===== src/rtl/axi_req_sched.sv =====
// axi_req_sched: arbitrates instruction/data read requests onto the AXI AR
// channel, hands data writes to the write-channel engine, counts outstanding
// reads and holds back reads that would overtake a pending write to the same
// 16-byte line.
module axi_req_sched #(
    parameter int MAX_RD = 2
) (
    input  logic         clk,
    input  logic         resetn,
    input  logic         inst_rd_req,
    input  logic [31:0]  inst_rd_addr,
    input  logic [1:0]   inst_rd_size,
    input  logic [7:0]   inst_rd_len,
    output logic         inst_rd_grant,
    input  logic         data_rd_req,
    input  logic [31:0]  data_rd_addr,
    input  logic [1:0]   data_rd_size,
    input  logic [7:0]   data_rd_len,
    output logic         data_rd_grant,
    input  logic         data_wr_req,
    input  logic [31:0]  data_wr_addr,
    input  logic [1:0]   data_wr_size,
    input  logic [7:0]   data_wr_len,
    input  logic [3:0]   data_wr_strb,
    input  logic [127:0] data_wr_data,
    output logic         data_wr_grant,
    output logic [1:0]   we_id,
    output logic [31:0]  we_addr,
    output logic [1:0]   we_size,
    output logic [7:0]   we_len,
    output logic [3:0]   we_strb,
    output logic [127:0] we_data,
    input  logic         we_addr_ok,
    output logic [3:0]   arid,
    output logic [31:0]  araddr,
    output logic [7:0]   arlen,
    output logic [2:0]   arsize,
    output logic [1:0]   arburst,
    output logic [1:0]   arlock,
    output logic [3:0]   arcache,
    output logic [2:0]   arprot,
    output logic         arvalid,
    input  logic         arready,
    input  logic         rvalid,
    input  logic         rready,
    input  logic         rlast,
    input  logic         bvalid,
    output logic         bready
);

    typedef enum logic {AR_IDLE, AR_BUSY} ar_state_t;
    typedef enum logic [1:0] {W_IDLE, W_ISSUE, W_WAIT_B} w_state_t;

    localparam logic [3:0] MAX_CNT = 4'(MAX_RD);

    ar_state_t  ar_state;
    w_state_t   w_state;
    logic [3:0] rd_cnt;
    logic       rr_last;      // 1: data side was granted last
    logic       inst_blk;
    logic       data_blk;
    logic       inst_elig;
    logic       data_elig;
    logic       ar_hs;
    logic       r_done;

    assign arburst = 2'b01;
    assign arlock  = 2'b00;
    assign arcache = 4'b0000;
    assign arprot  = 3'b000;
    assign bready  = 1'b1;

    assign ar_hs  = arvalid && arready;
    assign r_done = rvalid && rready && rlast;

    // Grant decisions: write first on the data side, then RAW filtering and
    // round-robin between the two read sides.
    always_comb begin
        data_wr_grant = (w_state == W_IDLE) && data_wr_req;
        inst_blk = ((w_state != W_IDLE) && (inst_rd_addr[31:4] == we_addr[31:4])) ||
                   (data_wr_grant && (inst_rd_addr[31:4] == data_wr_addr[31:4]));
        data_blk = ((w_state != W_IDLE) && (data_rd_addr[31:4] == we_addr[31:4])) ||
                   (data_wr_grant && (data_rd_addr[31:4] == data_wr_addr[31:4]));
        inst_elig = inst_rd_req && (ar_state == AR_IDLE) && (rd_cnt < MAX_CNT) && !inst_blk;
        data_elig = data_rd_req && (ar_state == AR_IDLE) && (rd_cnt < MAX_CNT) && !data_blk;
        inst_rd_grant = inst_elig && (!data_elig || rr_last);
        data_rd_grant = data_elig && (!inst_elig || !rr_last);
    end

    // Read FSM: register the granted request and present it on AR until accepted.
    always_ff @(posedge clk or negedge resetn) begin
        if (!resetn) begin
            ar_state <= AR_IDLE;
            arvalid  <= 1'b0;
            arid     <= 4'd0;
            araddr   <= 32'd0;
            arlen    <= 8'd0;
            arsize   <= 3'd0;
            rr_last  <= 1'b1;
        end else begin
            case (ar_state)
                AR_IDLE: begin
                    if (inst_rd_grant) begin
                        ar_state <= AR_BUSY;
                        arvalid  <= 1'b1;
                        arid     <= 4'd0;
                        araddr   <= inst_rd_addr;
                        arlen    <= inst_rd_len;
                        arsize   <= {1'b0, inst_rd_size};
                        rr_last  <= 1'b0;
                    end else if (data_rd_grant) begin
                        ar_state <= AR_BUSY;
                        arvalid  <= 1'b1;
                        arid     <= 4'd1;
                        araddr   <= data_rd_addr;
                        arlen    <= data_rd_len;
                        arsize   <= {1'b0, data_rd_size};
                        rr_last  <= 1'b1;
                    end
                end
                AR_BUSY: begin
                    if (arready) begin
                        ar_state <= AR_IDLE;
                        arvalid  <= 1'b0;
                    end
                end
                default: begin
                    ar_state <= AR_IDLE;
                    arvalid  <= 1'b0;
                end
            endcase
        end
    end

    // Outstanding read counter, saturating at both ends.
    always_ff @(posedge clk or negedge resetn) begin
        if (!resetn) begin
            rd_cnt <= 4'd0;
        end else if (ar_hs && !r_done && (rd_cnt != MAX_CNT)) begin
            rd_cnt <= rd_cnt + 4'd1;
        end else if (!ar_hs && r_done && (rd_cnt != 4'd0)) begin
            rd_cnt <= rd_cnt - 4'd1;
        end
    end

    // Write FSM: capture one write, offer it to the engine, wait for its B response.
    always_ff @(posedge clk or negedge resetn) begin
        if (!resetn) begin
            w_state <= W_IDLE;
            we_id   <= 2'b00;
            we_addr <= 32'd0;
            we_size <= 2'd0;
            we_len  <= 8'd0;
            we_strb <= 4'd0;
            we_data <= 128'd0;
        end else begin
            case (w_state)
                W_IDLE: begin
                    if (data_wr_grant) begin
                        w_state <= W_ISSUE;
                        we_id   <= 2'b10;
                        we_addr <= data_wr_addr;
                        we_size <= data_wr_size;
                        we_len  <= data_wr_len;
                        we_strb <= data_wr_strb;
                        we_data <= data_wr_data;
                    end
                end
                W_ISSUE: begin
                    if (we_addr_ok) begin
                        w_state <= W_WAIT_B;
                        we_id   <= 2'b00;
                    end
                end
                W_WAIT_B: begin
                    if (bvalid) begin
                        w_state <= W_IDLE;
                    end
                end
                default: begin
                    w_state <= W_IDLE;
                    we_id   <= 2'b00;
                end
            endcase
        end
    end

endmodule


===== config.mk =====
export PLATFORM = sky130hd
export DESIGN_NAME = axi_req_sched
export DESIGN_NICKNAME = d
export VERILOG_FILES = /design/src/rtl/axi_req_sched.sv
export SDC_FILE = /design/constraint.sdc
export NUM_CORES = 1
export LEC_CHECK = 0
export BUFFER_PORTS_ARGS = -buffer_cell sky130_fd_sc_hd__buf_2
export CAP_MARGIN = 15
export CORE_AREA = 2 2 200 202
export CTS_CLUSTER_DIAMETER = 80
export CTS_CLUSTER_SIZE = 8
export DETAILED_ROUTE_END_ITERATION = 6
export DIE_AREA = 0 0 202 204
export PLACE_DENSITY = 0.52
export SYNTH_ARGS = -nofsm -noshare
export SYNTH_HDL_FRONTEND = slang
export SYNTH_SLANG_ARGS = --single-unit

===== constraint.sdc =====
create_clock -name clk -period 2.9 [get_ports clk]
set_clock_uncertainty 0.2 [all_clocks]
set_input_delay 0.58 -clock clk [delete_from_list [all_inputs] [get_ports clk]]
set_output_delay 0.58 -clock clk [all_outputs]
set_load 0.02 [all_outputs]

==> impl_results.md, run 1 <==
* Die Wd at 202 um
* Largest cells by area after synthesis: sky130_fd_sc_hd__dfrtp_1 (55%), sky130_fd_sc_hd__mux2_2 (19%), sky130_fd_sc_hd__xnor2_1 (5.6%)
* R2R Path Start: we_addr[8]
* Transition time at the pin with the least slew margin at 668 ps
* Share of final-layout standard cells stronger than drive strength 1 at 62.6%
* Top cell types by occurrence after synthesis: sky130_fd_sc_hd__dfrtp_1 (226), sky130_fd_sc_hd__mux2_2 (175), sky130_fd_sc_hd__xnor2_1 (66), sky130_fd_sc_hd__xor2_1 (49), sky130_fd_sc_hd__o221a_1 (30)
* Final-stage net count at 1613
* Run status: complete, but fails checks
* Average instance area after synthesis at 13.9 sq um
* Wire length after detailed routing at 37.3 mm
* Number of failing hold endpoints at the final stage at 0
* Number of clock buffers inserted by TritonCTS at 35
* Areal power density over the cells at 1180 nW/um^2
* Warnings from Yosys at 0
* Chip Height at 204 um
* Overall track demand over capacity in global routing at 17.8%
* Insertion delay of the later-clocked pin in the worst-skew pair at 530 ps
* Number of iterations in the first detailed-routing pass at 4
* Worst setup path class: flop to output pin
* Failing checks: setup timing
* Cell Area, Synth at 10300 sq um
* CTS H-tree depth at 2
* Endpoints failing setup at 2
* Sequential cell area fraction in the yosys report at 55.2%
* Element type at the critical path start: flop
* Via count of the first global-routing pass at 8833
* End of the worst register-to-register path: arlen[4]
* Period minus WS final at 3280 ps
* Port Buf Inserts at 490
* Critical Path End Type: output pin
* First-pass GRT wire length at 54.9 mm
* Vias after detailed routing at 8274
* Main flop type after synthesis: sky130_fd_sc_hd__dfrtp_1
* Share of the clock period used by the worst path after layout at 113%
* Top-level I/O count at 508
* Core occupancy in the finished layout at 38.6%
* Max-cap check violation count at 0
* Number of pins with negative max-slew slack in the final report at 0
* Overall overflow remaining after global route at 0
* Cell type with the highest aggregate area in the netlist: sky130_fd_sc_hd__dfrtp_1
* Maximum clock frequency at 305 MHz
* Unique masters post-synth at 39
* Reg2Reg Depth at 12
* Worst endpoint data arrival time at 2500 ps
* Residual antenna-violating net count after detailed routing at 0
* Maximum number of pins on one net before global-route repair at 64
* Routed WL per cell at 19.9 um
* Leakage power figure at 6.99 nW
* Worst hold slack after final layout at 72.2 ps
* Synthesized instance count at 739
* Fill count at 3890
* Cell depth of the worst min-delay path at 2
* Total number of clock tree sinks at 227
* Core area at 39200 sq um
* Effective utilization at floorplan at 26.3%
* HPWL after detailed placement at 28.9 mm
* TritonCTS clock tree: yes
* Share of synthesized flip-flops with an asynchronous set or reset at 100%
* Multi-input logic area at 4370 sq um
* Number of standard-cell rows in the floorplan at 73
* Dominant cell by count in the synthesized netlist: sky130_fd_sc_hd__dfrtp_1
* Required time worst endpoint at 2120 ps
* Mean number of vias per cell at 4.42
* Area share of the leading cell type in the synthesized netlist at 54.9%
* Synthesized flop and latch total at 227
* Buffers from clock root to sink, at most at 3
* Layout area overhead at 46.8%
* Hold Path Class: primary input to flop
* Hold Path Origin: we_addr_ok
* RSZ-0062 raised after global routing: true
* Area taken by flip-flops and latches at 5680 sq um
* Peak fanout along the critical path at 4
* Root cell of the clock tree: sky130_fd_sc_hd__clkbuf_16
* Count of flip-flops with a built-in enable after synthesis at 0
* Worst R2R Setup Slack at 110 ps
* GPL Wtd Cong at 0.881
* Residual DRC count at 0
* Setup slack after layout at -383 ps
* Die footprint at 41200 sq um
* Worst slew margin relative to its limit at 55.4%
* Antenna violations before repair at 2
* Reg clk slew, reported paths at 50 ps
* Endpoint, Worst Hold: w_state[0]
* Iteration-0 DRC Markers at 375
* Max IR drop VDD at 601 uV
-- worst max-delay path, cell delays in order, from the launching register on --
cell	delay [ps]
sky130_fd_sc_hd__dfrtp_1	400
sky130_fd_sc_hd__buf_4	160
sky130_fd_sc_hd__xor2_1	160
sky130_fd_sc_hd__nor4_2	200
sky130_fd_sc_hd__nand4_1	210
sky130_fd_sc_hd__nor4_4	400
sky130_fd_sc_hd__o311ai_4	160
sky130_fd_sc_hd__nand2_4	130
sky130_fd_sc_hd__inv_2	40
sky130_fd_sc_hd__buf_6	120
-- per-stage QoR --
step           setup WS [ps]  power [W]  area [sq um]  setup TNS (ps)  std cells
2_1_floorplan           75.9     0.0107         10400               0        754
3_3_place_gp            -327     0.0140         14000           -8250       1818
3_5_place_dp            -348     0.0141         14000           -9780       1818
4_1_cts                 -438     0.0181         15100            -834       1871
5_1_grt                 -556     0.0189         15100           -1320       1872
6_report                -383     0.0179         15100            -738       1874
-- layout by cell type, fill, tap and decap left out, types with 3 or more instances in the layout --
cell type	count
sky130_fd_sc_hd__a21oi_1	4
sky130_fd_sc_hd__buf_12	6
sky130_fd_sc_hd__buf_2	487
sky130_fd_sc_hd__buf_4	98
sky130_fd_sc_hd__buf_6	3
sky130_fd_sc_hd__clkbuf_16	36
sky130_fd_sc_hd__conb_1	17
sky130_fd_sc_hd__dfrtp_1	226
sky130_fd_sc_hd__inv_1	3
sky130_fd_sc_hd__mux2_2	175
sky130_fd_sc_hd__nand2_1	8
sky130_fd_sc_hd__nand3_1	6
sky130_fd_sc_hd__nand4_1	17
sky130_fd_sc_hd__nor2_1	10
sky130_fd_sc_hd__nor4_1	12
sky130_fd_sc_hd__nor4_2	3
sky130_fd_sc_hd__o21ai_0	3
sky130_fd_sc_hd__o221a_1	30
sky130_fd_sc_hd__o221a_2	12
sky130_fd_sc_hd__or2_0	17
sky130_fd_sc_hd__or2_1	22
sky130_fd_sc_hd__or2_2	4
sky130_fd_sc_hd__xnor2_1	65
sky130_fd_sc_hd__xor2_1	49
-- sequential cells by signal, indices dropped and copies added (netlist names) --
| signal | cells |
|---|---|
| we_data | 128 |
| araddr | 32 |
| we_addr | 32 |
| arlen | 8 |
| we_len | 8 |
| rd_cnt | 4 |
| we_strb | 4 |
| arsize | 2 |
| w_state | 2 |
| we_size | 2 |
| ar_state | 1 |
| arid | 1 |
| arvalid | 1 |
| rr_last | 1 |
| we_id | 1 |
-- logic make-up (layout without fill, tap and decap cells) --
logic type | count (synthesis) | count (layout) | synth area share, %
AO/OA/AOI/OAI | 57 | 57 | 5.89
XOR/XNOR | 115 | 115 | 9.78
adder cells (fa/ha/maj) | 3 | 3 | 0.437
buffers and inverters | 54 | 647 | 3.23
flip-flops | 227 | 227 | 55.2
multiplexers | 176 | 176 | 19.2
other | 2 | 19 | 0.0729
AND/OR/NAND/NOR | 105 | 105 | 6.21
-- power breakdown --
group	switching, W	internal (W)	total, W
combinational	0.00469	0.00369	0.00838
sequential	0.000975	0.00481	0.00579
clock	0.00145	0.00225	0.00371
total	0.00712	0.0108	0.0179
-- per-layer routing --
layer	track usage (%)	vias to the layer above	routed length, um
met5	0	-	13
met4	7.35	2	1120
met3	4.86	61	3030
met2	30.8	361	18500
met1	21.0	4031	14700
li1	-	3819	-
-- repair_timing --
action,CTS,global route
buffers inserted,7,2
endpoints found under the setup margin,13,33
gates resized for setup,10,4
pin swaps,9,7
gates cloned,1,0
hold buffers,2,0
endpoints found under the hold margin,48,0
-- worst max path at each step --
stage	from	end	slack [ps]
4_1_cts	we_addr[20]	data_rd_grant	-440
5_1_grt	we_addr[9]	data_rd_grant	-560
3_3_place_gp	inst_rd_addr[25]	inst_rd_grant	-330
6_report	we_addr[25]	data_rd_grant	-380
2_1_floorplan	data_wr_addr[14]	data_rd_grant	80
3_5_place_dp	inst_rd_addr[25]	inst_rd_grant	-350
-- layout make-up --
cell class              instances  share of cell area [%]
clock buffers                  39                    6.16
repair buffers                599                    22.6
multi-input cells             473                    28.9
diodes                          2                  0.0331
inverters                       5                   0.124
well taps                     525                    4.34
clock inverters                 4                   0.248
flip-flops and latches        227                    37.6
Note: power is estimated with default switching activity, not from simulation.
==> inputs of run 2 (changes only) <==
- CORE_AREA: 2 2 200 202 -> 2 2 197 199
- DIE_AREA: 0 0 202 204 -> 0 0 199 201
- PLACE_DENSITY: 0.52 -> 0.53
==> impl_results.md, run 2 (synthesis gave the netlist of run 1 again) <==
* Run status: complete, but fails checks
* Failing checks: setup timing
* Commonest non-fill, non-tap cell in the layout: sky130_fd_sc_hd__buf_2
* Wire length after detailed routing at 37.8 mm
* Buffers from clock root to sink, at most at 3
* Share of the clock period used by the worst path after layout at 118%
* Maximum number of pins on one net before global-route repair at 92
* Overall track demand over capacity in global routing at 18.3%
* Total number of clock tree sinks at 227
* Vias after detailed routing at 8417
* HPWL after detailed placement at 28.8 mm
* Transition time at the pin with the least slew margin at 690 ps
* Final-stage net count at 1631
* First-pass GRT wire length at 54.8 mm
* Root cell of the clock tree: sky130_fd_sc_hd__clkbuf_16
* Peak fanout along the critical path at 4
* Registers with the highest flip-flop counts: we_data x128, araddr x32, we_addr x32
* Top-level I/O count at 508
* Max IR drop VDD at 694 uV
* Endpoints failing setup at 41
* Worst path slowest cell: sky130_fd_sc_hd__dfrtp_1
* Die Wd at 199 um
* Via count of the first global-routing pass at 8897
* Number of iterations in the first detailed-routing pass at 4
* Iteration-0 DRC Markers at 250
* CTS H-tree depth at 2
* Area taken by flip-flops and latches at 5680 sq um
* Leakage power figure at 7.16 nW
* Areal power density over the cells at 1180 nW/um^2
* Worst setup path class: flop to output pin
* Chip Height at 201 um
* Met2 WL post-DR at 18.8 mm
* Fill count at 3768
* Longest individual stage delay on the worst path at 390 ps
* Mean number of vias per cell at 4.46
* Number of pins with negative max-slew slack in the final report at 0
* Element type at the critical path start: flop
* Worst setup slack after placement at -530 ps
* Overall overflow remaining after global route at 0
* Port Buf Inserts at 490
* Critical Path End Type: output pin
* Max-cap check violation count at 0
* Number of failing hold endpoints at the final stage at 0
* Highest-count cells in the layout ignoring fill and taps: sky130_fd_sc_hd__buf_2 (488), sky130_fd_sc_hd__dfrtp_1 (226), sky130_fd_sc_hd__mux2_2 (175), sky130_fd_sc_hd__buf_4 (104), sky130_fd_sc_hd__xnor2_1 (63)
* Period minus WS final at 3430 ps
* RSZ-0062 raised after global routing: true
* Setup slack after layout at -532 ps
* Reg clk slew, reported paths at 60 ps
* Number of standard-cell rows in the floorplan at 72
* Largest register FFs at 128
* Residual DRC count at 0
* Share of final-layout standard cells stronger than drive strength 1 at 63.2%
* Insertion delay of the later-clocked pin in the worst-skew pair at 530 ps
* Buffers & Inverters on Critical Path at 5
* Register bank with the most flops: we_data
* Setup TNS after final layout at -2980 ps
* TritonCTS clock tree: yes
* Multi-input logic area at 4470 sq um
* Routed WL per cell at 20.0 um
* Post-place instance area at 14100 sq um
* Number of clock buffers inserted by TritonCTS at 35
* Overall Power at 0.0182 W
* Required time worst endpoint at 2120 ps
* Layout area overhead at 50.2%
* Die footprint at 40000 sq um
* Core area at 38100 sq um
* Effective utilization at floorplan at 27.0%
* Worst endpoint data arrival time at 2650 ps
* Worst slew margin relative to its limit at 54.0%
* GPL Wtd Cong at 0.843
* Antenna violations before repair at 4
* Final instance area at 15500 sq um
* Cell Chain, Critical Path: buf_6 > xnor2_2 > buf_4 > nand4_1 > nor4_2 > buf_4 > nand4_1 > o311ai_4 > nand2_4 > inv_2 > buf_6
* Residual antenna-violating net count after detailed routing at 0
* Top Layer Used: met4
* Hold Path Class: primary input to flop
* Routed length on met1 at 14.8 mm
* CP top delay family: simple AND/OR/NAND/NOR gates
* Maximum clock frequency at 291 MHz
* Met3 WL at 2.91 mm
run 2: cell types whose count changed in the layout (fill, tap and decap cells not counted), moves of 2 or more:
cell / change
sky130_fd_sc_hd__buf_4: +6
sky130_fd_sc_hd__buf_8: +2
sky130_fd_sc_hd__clkbuf_1: +4
sky130_fd_sc_hd__o221a_4: +7
sky130_fd_sc_hd__xnor2_1: -2
sky130_fd_sc_hd__o221a_2: -7
sky130_fd_sc_hd__clkbuf_16: +4
sky130_fd_sc_hd__buf_12: +4
sky130_fd_sc_hd__buf_6: +3
sky130_fd_sc_hd__xnor2_2: +2
run 2: power breakdown:
part           internal [W]  leakage [nW]  switching [W]
Sequential          0.00481          2.63       0.000964
Combinational       0.00390          4.05        0.00482
Clock               0.00228         0.480        0.00146
Total                0.0110          7.16        0.00725
run 2: worst paths after layout:
kind                               from             to  slack (ps)  depth (start not counted)
max in group asynchronous        resetn        rr_last        1320                          3
min in group asynchronous        resetn   we_data[117]         450                          2
hold / removal                   bvalid     w_state[1]          40                          2
setup / recovery            we_addr[30]  data_rd_grant        -530                         11
hold reg to reg            we_data[107]   we_data[107]         300                          1
setup reg to reg            we_addr[30]      araddr[1]         -90                         13
run 2: worst register-to-register path, stage by stage, from the launching register on:
cell and delay (ps):
sky130_fd_sc_hd__dfrtp_1 390, sky130_fd_sc_hd__buf_6 130, sky130_fd_sc_hd__xnor2_2 140, sky130_fd_sc_hd__buf_4 160, sky130_fd_sc_hd__nand4_1 130, sky130_fd_sc_hd__nor4_2 370
sky130_fd_sc_hd__buf_4 170, sky130_fd_sc_hd__nand4_1 190, sky130_fd_sc_hd__buf_4 220, sky130_fd_sc_hd__buf_6 110, sky130_fd_sc_hd__nand2_4 90, sky130_fd_sc_hd__nand2_8 120
sky130_fd_sc_hd__clkbuf_16 210, sky130_fd_sc_hd__o221a_1 230
run 2: per-layer routing:
metal,GRT usage [%],vias to the layer above
li1,-,3838
met1,21.7,4151
met5,0,-
met3,5.28,62
met2,31.0,366
met4,7.46,0
run 2: metrics by stage:
stage | std cells | hold WS, ps | utilization, %
after floorplan | 754 | 84.4 | -
after global placement | 1823 | 275 | 36.9
after detailed placement | 1823 | 288 | 36.9
after CTS | 1877 | 4.73 | 39.8
after global routing | 1887 | 30.6 | 40.6
final | 1889 | 39.3 | 40.6
run 2: area by class of cell:
type                            instances  area share, %
Clock inverter                          5          0.469
Inverter                                5          0.121
Antenna cell                            3         0.0485
Tap cell                              518           4.19
Multi-Input combinational cell        473           28.9
Clock buffer                           41           5.87
Timing Repair Buffer                  617           23.7
Sequential cell                       227           36.7
run 2: timing repair:
action                     CTS  global route
hold buffers                 1             0
buffers inserted             7             4
pin swaps                    7            27
setup endpoints to repair   45            44
hold endpoints to repair    66             0
cloned                       0             6
gates resized for setup     12            25
==> inputs of run 3 (changes only) <==
- clock period: 2.9 -> 3.4 ns (I/O delays scaled with it)
==> impl_results.md, run 3 (synthesis gave the netlist of run 1 again) <==
* Met3 WL at 3.08 mm
* Worst path slowest cell: sky130_fd_sc_hd__o311ai_4
* Mean number of vias per cell at 4.44
* Maximum number of pins on one net before global-route repair at 127
* Max-cap check violation count at 0
* Peak fanout along the critical path at 4
* Core area at 38100 sq um
* Hold Path Origin: bvalid
* CTS H-tree depth at 2
* Number of iterations in the first detailed-routing pass at 4
* Cell depth of the worst min-delay path at 2
* Switching share of total power at 40.3%
* Overall overflow remaining after global route at 0
* Met2 WL post-DR at 17.8 mm
* Iteration-0 DRC Markers at 276
* Longest individual stage delay on the worst path at 390 ps
* Root cell of the clock tree: sky130_fd_sc_hd__clkbuf_16
* Chip Height at 201 um
* RSZ-0062 raised after global routing: true
* Wire length after detailed routing at 36.2 mm
* Residual antenna-violating net count after detailed routing at 0
* Hold Path Class: primary input to flop
* Buffers & Inverters on Critical Path at 5
* Critical Path End Type: output pin
* Buffers from clock root to sink, at most at 3
* Internal Pwr Total at 0.00890 W
* Number of standard-cell rows in the floorplan at 72
* Fill count at 3834
* Run status: completed
* Final instance area at 14600 sq um
* Port Buf Inserts at 490
* HPWL after detailed placement at 28.1 mm
* Clock group share of total power at 20.7%
* First-pass GRT wire length at 53.4 mm
* Transition time at the pin with the least slew margin at 849 ps
* Post-route insts no fill at 1812
* Share of final-layout standard cells stronger than drive strength 1 at 60.8%
* Endpoint, Worst Hold: w_state[1]
* Share of the clock period used by the worst path after layout at 99.6%
* Commonest non-fill, non-tap cell in the layout: sky130_fd_sc_hd__buf_2
* Total number of clock tree sinks at 227
* Registers with the highest flip-flop counts: we_data x128, araddr x32, we_addr x32
* Endpoints failing setup at 0
* Period minus WS final at 3380 ps
* Max IR drop VDD at 503 uV
* Required time worst endpoint at 2520 ps
* Areal power density over the cells at 1020 nW/um^2
* Layout area overhead at 41.8%
* Logic gate share of total power at 45.9%
* Insertion delay of the later-clocked pin in the worst-skew pair at 530 ps
* Top-level I/O count at 508
* CP top delay family: buffers and inverters
* Number of pins with negative max-slew slack in the final report at 0
* Effective utilization at floorplan at 27.0%
* TritonCTS clock tree: yes
* Multi-input logic area at 4380 sq um
* Worst setup slack after placement at -33.2 ps
* Via count of the first global-routing pass at 8675
* Leakage power figure at 6.67 nW
* Antenna violations before repair at 8
* Post-place instance area at 13500 sq um
* Worst slew margin relative to its limit at 43.4%
* Setup slack after layout at 15.2 ps
* Top Layer Used: met5
* Highest-count cells in the layout ignoring fill and taps: sky130_fd_sc_hd__buf_2 (487), sky130_fd_sc_hd__dfrtp_1 (223), sky130_fd_sc_hd__mux2_2 (175), sky130_fd_sc_hd__xnor2_1 (64), sky130_fd_sc_hd__xor2_1 (49)
* Routed WL per cell at 20.0 um
* Reg2Reg Depth at 11
* Largest register FFs at 128
* Overall track demand over capacity in global routing at 17.9%
* Worst setup path class: primary input to output pin
* Register bank with the most flops: we_data
* Maximum clock frequency at 295 MHz
* Reg clk slew, reported paths at 50 ps
* Final-stage net count at 1553
* R2R Path Start: we_addr[30]
* Overall Power at 0.0149 W
* GPL Wtd Cong at 0.837
* Count of placed standard cells including taps at 1752
* Element type at the critical path start: primary input
* End of the worst register-to-register path: araddr[14]
* Routed length on met1 at 14.1 mm
* Reported net switching power at 0.00601 W
* Number of failing hold endpoints at the final stage at 0
* Die footprint at 40000 sq um
* Number of clock buffers inserted by TritonCTS at 34
* Cell Chain, Critical Path: buf_2 > xor2_1 > buf_4 > nor4_1 > buf_4 > nand4_1 > o311ai_4 > o311ai_4 > nand2_4 > inv_2 > buf_6
* Die Wd at 199 um
* Worst R2R Setup Slack at 540 ps
* Residual DRC count at 0
* Worst endpoint data arrival time at 2500 ps
* Vias after detailed routing at 8050
* Area taken by flip-flops and latches at 5690 sq um
* Sequential share of power at 33.4%
run 3: cell types whose count changed in the layout (fill, tap and decap cells not counted), moves of 4 or more:
cell and delta:
sky130_fd_sc_hd__buf_6 -4, sky130_fd_sc_hd__buf_12 -4, sky130_fd_sc_hd__clkbuf_16 -5, sky130_fd_sc_hd__o221a_2 +7, sky130_fd_sc_hd__o221a_4 -7, sky130_fd_sc_hd__buf_4 -61
run 3: worst max-delay path by stage:
stage,endpoint,from,cells past startpoint
2_1_floorplan,data_rd_grant,data_wr_addr[14],8
3_3_place_gp,data_rd_grant,data_wr_addr[12],11
3_5_place_dp,data_rd_grant,data_wr_addr[12],11
4_1_cts,data_rd_grant,we_addr[21],10
5_1_grt,data_rd_grant,we_addr[21],10
6_report,data_rd_grant,data_wr_addr[12],11
run 3: final cells by class:
type / count / area share, %
Inverter: 5 / 0.128
Tap cell: 518 / 4.44
Clock buffer: 41 / 6.15
Antenna cell: 5 / 0.0856
Timing Repair Buffer: 540 / 20.0
Sequential cell: 227 / 38.9
Clock inverter: 3 / 0.257
Multi-Input combinational cell: 473 / 30.0
run 3: stage by stage:
stage | util (%) | TNS (ps) | hold WS (ps)
floorplan | - | 0 | 184
global placement | 35.5 | -105 | 279
detailed placement | 35.5 | -46.0 | 289
CTS | 38.2 | -19.7 | 110
global route | 38.3 | -138 | 128
finish | 38.3 | 0 | 151
run 3: timing repair:
action                     CTS  global route
setup endpoints to repair    2             2
gates cloned                 0             0
hold endpoints to repair     1             0
pin swaps                   13             3
gates resized for setup      8             5
hold buffers                 1             0
buffers inserted            10             1
run 3: power by group through the flow:
| stage | Combinational [W] | Sequential, W | Clock, W |
|---|---|---|---|
| 6_report | 0.00685 | 0.00497 | 0.00309 |
| 5_1_grt | 0.00728 | 0.00518 | 0.00331 |
| 4_1_cts | 0.00691 | 0.00499 | 0.00320 |
| 3_5_place_dp | 0.00680 | 0.00501 | 0 |
| 3_3_place_gp | 0.00676 | 0.00497 | 0 |
| 2_1_floorplan | 0.00258 | 0.00659 | 0 |
run 3: routing by layer:
layer,vias up,track usage [%]
met4,6,7.20
met3,69,6.23
met1,3947,20.9
met5,-,0
met2,343,30.0
li1,3685,-
